File: src/rtl/nibble_serial_add_ctrl_pkg.sv
// Shared definitions for the nibble-serial adder: controller state encoding
// and the width of one adder slice.
package nibble_serial_add_ctrl_pkg;

   typedef enum logic [1:0] {
      ST_IDLE = 2'd0,
      ST_RUN  = 2'd1,
      ST_DONE = 2'd2
   } state_t;

   localparam int unsigned NIB_W = 4;

endpackage

File: src/rtl/nibble_serial_add_ctrl_fa_4bit.sv
// Single 4-bit adder slice: the only arithmetic hardware in the serial adder.
module fa_4bit
   import nibble_serial_add_ctrl_pkg::*;
(
   input  logic [NIB_W-1:0] a,
   input  logic [NIB_W-1:0] b,
   input  logic             cin,
   output logic [NIB_W-1:0] sum,
   output logic             cout
);

   assign {cout, sum} = {1'b0, a} + {1'b0, b} + {{NIB_W{1'b0}}, cin};

endmodule

File: src/rtl/nibble_serial_add_ctrl.sv
// Adds two WIDTH-bit operands one nibble per cycle (LSB nibble first) through a
// single 4-bit slice, with valid/ready handshakes on both sides.
module nibble_serial_add_ctrl
   import nibble_serial_add_ctrl_pkg::*;
#(
   parameter int unsigned WIDTH = 16
) (
   input  logic             clk,
   input  logic             rst,
   input  logic             in_valid,
   output logic             in_ready,
   input  logic [WIDTH-1:0] a,
   input  logic [WIDTH-1:0] b,
   input  logic             cin,
   output logic             out_valid,
   input  logic             out_ready,
   output logic [WIDTH-1:0] sum,
   output logic             cout,
   output logic             ovf,
   output logic             busy
);

   localparam int unsigned NIB = WIDTH / NIB_W;
   localparam int unsigned CW  = (NIB > 1) ? $clog2(NIB) : 1;

   state_t           state;
   state_t           state_n;
   logic [WIDTH-1:0] opa;
   logic [WIDTH-1:0] opb;
   logic             carry;
   logic [CW-1:0]    cnt;
   logic             amsb;
   logic             bmsb;
   logic             accept;
   logic             last;
   logic [NIB_W-1:0] slice_sum;
   logic             slice_cout;

   fa_4bit u_slice (
      .a    (opa[NIB_W-1:0]),
      .b    (opb[NIB_W-1:0]),
      .cin  (carry),
      .sum  (slice_sum),
      .cout (slice_cout)
   );

   assign in_ready  = (state == ST_IDLE);
   assign out_valid = (state == ST_DONE);
   assign busy      = (state != ST_IDLE);
   assign accept    = in_valid && in_ready;
   assign last      = (cnt == CW'(NIB - 1));

   always_comb begin
      state_n = state;
      case (state)
         ST_IDLE: if (accept)    state_n = ST_RUN;
         ST_RUN:  if (last)      state_n = ST_DONE;
         ST_DONE: if (out_ready) state_n = ST_IDLE;
         default:                state_n = ST_IDLE;
      endcase
   end

   always_ff @(posedge clk) begin
      if (rst) begin
         state <= ST_IDLE;
         opa   <= '0;
         opb   <= '0;
         carry <= 1'b0;
         cnt   <= '0;
         amsb  <= 1'b0;
         bmsb  <= 1'b0;
         sum   <= '0;
         cout  <= 1'b0;
         ovf   <= 1'b0;
      end else begin
         state <= state_n;
         case (state)
            ST_IDLE: begin
               if (accept) begin
                  opa   <= a;
                  opb   <= b;
                  carry <= cin;
                  cnt   <= '0;
                  amsb  <= a[WIDTH-1];
                  bmsb  <= b[WIDTH-1];
               end
            end
            ST_RUN: begin
               // After NIB shifts the first slice result has reached sum[3:0].
               sum   <= {slice_sum, sum[WIDTH-1:NIB_W]};
               carry <= slice_cout;
               opa   <= opa >> NIB_W;
               opb   <= opb >> NIB_W;
               cnt   <= cnt + CW'(1);
               if (last) begin
                  cout <= slice_cout;
                  ovf  <= (amsb == bmsb) && (slice_sum[NIB_W-1] != amsb);
               end
            end
            default: ;
         endcase
      end
   end

endmodule
File: config.mk
export PLATFORM = sky130hd
export DESIGN_NAME = nibble_serial_add_ctrl
export DESIGN_NICKNAME = d
export VERILOG_FILES = /design/src/rtl/nibble_serial_add_ctrl_pkg.sv /design/src/rtl/nibble_serial_add_ctrl_fa_4bit.sv /design/src/rtl/nibble_serial_add_ctrl.sv
export SDC_FILE = /design/constraint.sdc
export NUM_CORES = 1
export LEC_CHECK = 0
export ABC_CLOCK_PERIOD_IN_PS = 2500
export CAP_MARGIN = 5
export CORE_ASPECT_RATIO = 1.2
export CORE_UTILIZATION = 49
export DETAILED_ROUTE_END_ITERATION = 16
export GPL_ROUTABILITY_DRIVEN = 0
export PLACE_DENSITY_LB_ADDON = 0.15
export SETUP_SLACK_MARGIN = 0.02
export SLEW_MARGIN = 30
export SYNTH_ARGS = -nofsm -noshare
export SYNTH_HDL_FRONTEND = slang
export SYNTH_SLANG_ARGS = --single-unit
File: constraint.sdc
create_clock -name clk -period 2.5 [get_ports clk]
set_clock_uncertainty 0.2 [all_clocks]
set_input_delay 0.625 -clock clk [delete_from_list [all_inputs] [get_ports clk]]
set_output_delay 0.625 -clock clk [all_outputs]
set_load 0.005 [all_outputs]
==> flow_summary.toml <==
[placed_design]
dp.cells = 391
hpwl_mm = 3.17
portBuffers = 57

[sta]
timing.final.crit_share_pct = 94.0
finalSetupViolCount = 0
min_period_ns = 2.35
relSlewSlack_pct = 61.0
setup_tns_ns = 0
hold_ws_ns = 0.253
rsz0062_at_grt = "false"
fmax_mhz = 425
finalHoldViolations = 0
finalMaxSlewViolations = 0
worstMarginPinSlew_ns = 0.584

[detailed_routing]
wirelength_mm = 4.85
vias_per_cell = 5.20
drtAntennaViolNets = 0
drtPass1Iterations = 4
wirelength_met1_mm = 2.21
top_layer_used = "met4"
drtIter0Drc = 162
vias = 2113
wl_met2_mm = 2.33
remaining_drc_errors = 0
wl_per_cell_um = 12.0
wl_met3_um = 224

[worst_setup_path]
crit-reg2reg-launch = "opa[2]$_SDFFE_PP0P_"
critPathCapture = "out_valid"
rrSetupSlack_ns = 0.48
startpoint_type = "flip-flop"
end_kind = "output pin"
r2r-end = "ovf$_SDFFE_PP0P_"
timing.critical_path.required_ns = 1.67
reg2reg_depth = 5
crit_start = "state[1]$_SDFFE_PP0P_"
path_class = "reg2out"
worstPathMaxFanout = 6
cp.arrival_ns = 1.53

[cells_and_area]
final_cell_mix = "85 x nand2_1, 57 x dfxtp_1, 56 x clkdlybuf4s50_1"
drive_gt1_share_pct = 5.75
layoutNonFillerInstCount = 406
fill_cells = 409
antennaDiodeCount = 0
multiInputGateArea_mm2 = 0.00111
nets = 387
ff_latch_area_mm2 = 0.00114
final_common_cell = "nand2_1"
area_growth_syn_to_layout_pct = 32.6

[yosys]
synth.area.mux_share_pct = 0
ys_seq_area_share_pct = 48.4
synth_area_mm2 = 0.00236
synth_compound_area_share_pct = 18.8
synth_seq_cells = 57
avgSynthCellArea_um2 = 8.02
synth_top_family_by_area = "simple AND/OR/NAND/NOR gates"
synthCells = 294
ys.flop_type = "dfxtp_1"
synth_edf_count = 0
yosys_warnings = 0
synthesis.nets = 337
yosysUniqueCellTypes = 26
synth_async_sr_flop_share_pct = 0
synthSimpleGateAreaFrac_pct = 23.5
synth_fa_ha_area_share_pct = 3.82
synthXorXnorAreaFrac_pct = 0.371

[grt]
grt_pass1_vias = 1935
grt_usage_pct = 21.5
antenna_found_initial = 0
grt_max_degree = 58
grt_overflow = 0
grt_pass1_wl_mm = 8.31

[floorplanning]
die_x_um = 65.3
design.core.area_mm2 = 0.00459
ioPinCount = 58
rows = 27
dieArea_mm2 = 0.00510
fp.dieH_um = 78
start_util_pct = 51.3

[clocking]
cts-hold-fix-buffers = 0
cts_tree = "built"
root_buffer = "clkbuf_8"
numCtsBuffers = 9
insertion_delay_ns = 0.33
cts_buffer_depth = 2
post_cts_buffers = 0
cts_resized = 0
numClockSinks = 57
cts_max_level = 3
path_clk_slew_ns = 0.06

[pwr]
power.static_leakage_nw = 1.18
power.density_mw_per_mm2 = 645
ir_drop_mv = 0.423

[flow_run]
maxCapViolCount = 0

[hold_path]
worstHoldPathCells = 2
hp-class = "reg2reg"

[outcome]
run_status = "finished, final reports clean"
[flip-flops by register name (all words and copies together) (netlist names)]
| name | cells |
|---|---|
| opa | 16 |
| cnt | 2 |
| cout | 1 |
| carry | 1 |
| bmsb | 1 |
| opb | 16 |
| state | 2 |
| ovf | 1 |
| amsb | 1 |
| sum | 16 |
[worst max-delay path, cell delays in order (launching register included)]
cell and delay (ns):
dfxtp_1 0.47, nor2b_1 0.21, clkdlybuf4s50_1 0.52
[worst min path at each step]
stage / slack, ns / startpoint / to
after floorplan: 0.24 / opa[15]$_SDFFE_PP0P_ / opa[15]$_SDFFE_PP0P_
after global placement: 0.24 / sum[0]$_SDFFE_PP0N_ / sum[0]$_SDFFE_PP0N_
after detailed placement: 0.25 / sum[0]$_SDFFE_PP0N_ / sum[0]$_SDFFE_PP0N_
after CTS: 0.26 / sum[0]$_SDFFE_PP0N_ / sum[0]$_SDFFE_PP0N_
after global routing: 0.28 / opa[15]$_SDFFE_PP0P_ / opa[15]$_SDFFE_PP0P_
final: 0.25 / sum[0]$_SDFFE_PP0N_ / sum[0]$_SDFFE_PP0N_
[synth_stat cells (2+ instances only)]
| cell type | count | area share, % |
|---|---|---|
| and2_1 | 2 | 0.53 |
| a211oi_1 | 3 | 0.95 |
| a21oi_1 | 23 | 4.9 |
| nand2_1 | 85 | 14 |
| dfxtp_1 | 57 | 48 |
| ha_1 | 4 | 2.1 |
| inv_1 | 6 | 0.95 |
| fa_1 | 2 | 1.7 |
| clkbuf_1 | 12 | 1.9 |
| a22oi_1 | 7 | 2.2 |
| buf_2 | 10 | 2.1 |
| nor2_1 | 42 | 6.7 |
| nand3_1 | 2 | 0.42 |
| a311oi_1 | 24 | 8.9 |
| nor2b_1 | 4 | 1.1 |
[report_power, final]
| group | leakage, nW | internal [W] | total (W) | switching (W) |
|---|---|---|---|---|
| sequential | 0.468 | 0.000969 | 0.00101 | 0.0000370 |
| clock | 0.0778 | 0.000383 | 0.000702 | 0.000319 |
| combinational | 0.639 | 0.000156 | 0.000310 | 0.000155 |
[cells by family (layout without fill, tap and decap cells)]
logic type	after synthesis	count (layout)
flip-flops	57	57
XOR/XNOR	1	1
AO/OA/AOI/OAI	62	62
buffers and inverters	29	83
adder cells (fa/ha/maj)	6	6
AND/OR/NAND/NOR	139	139
[per-layer routing]
layer | track usage [%] | vias to the layer above
met5 | 0 | -
met4 | 9.13 | 0
met3 | 7.06 | 10
met2 | 35.4 | 61
met1 | 25.0 | 949
li1 | - | 1093
[per-stage QoR]
stage	worst slack (ns)	utilization, %	total power (W)	area [um^2]
after floorplan	0.576	-	0.00121	2360
after detailed placement	0.264	64.7	0.00134	2970
after global placement	0.278	64.7	0.00133	2970
after global routing	0.0624	68.1	0.00212	3130
final	0.149	68.1	0.00202	3130
after CTS	0.141	68.1	0.00203	3130
[layout make-up]
type,instances,share of cell area [%]
clock buffer,15,5.00
sequential,57,36.5
tap,58,2.32
timing repair buffer,62,20.1
multi-input combinational,208,35.4
inverter,6,0.720
Power figures use the tool's default switching activity.
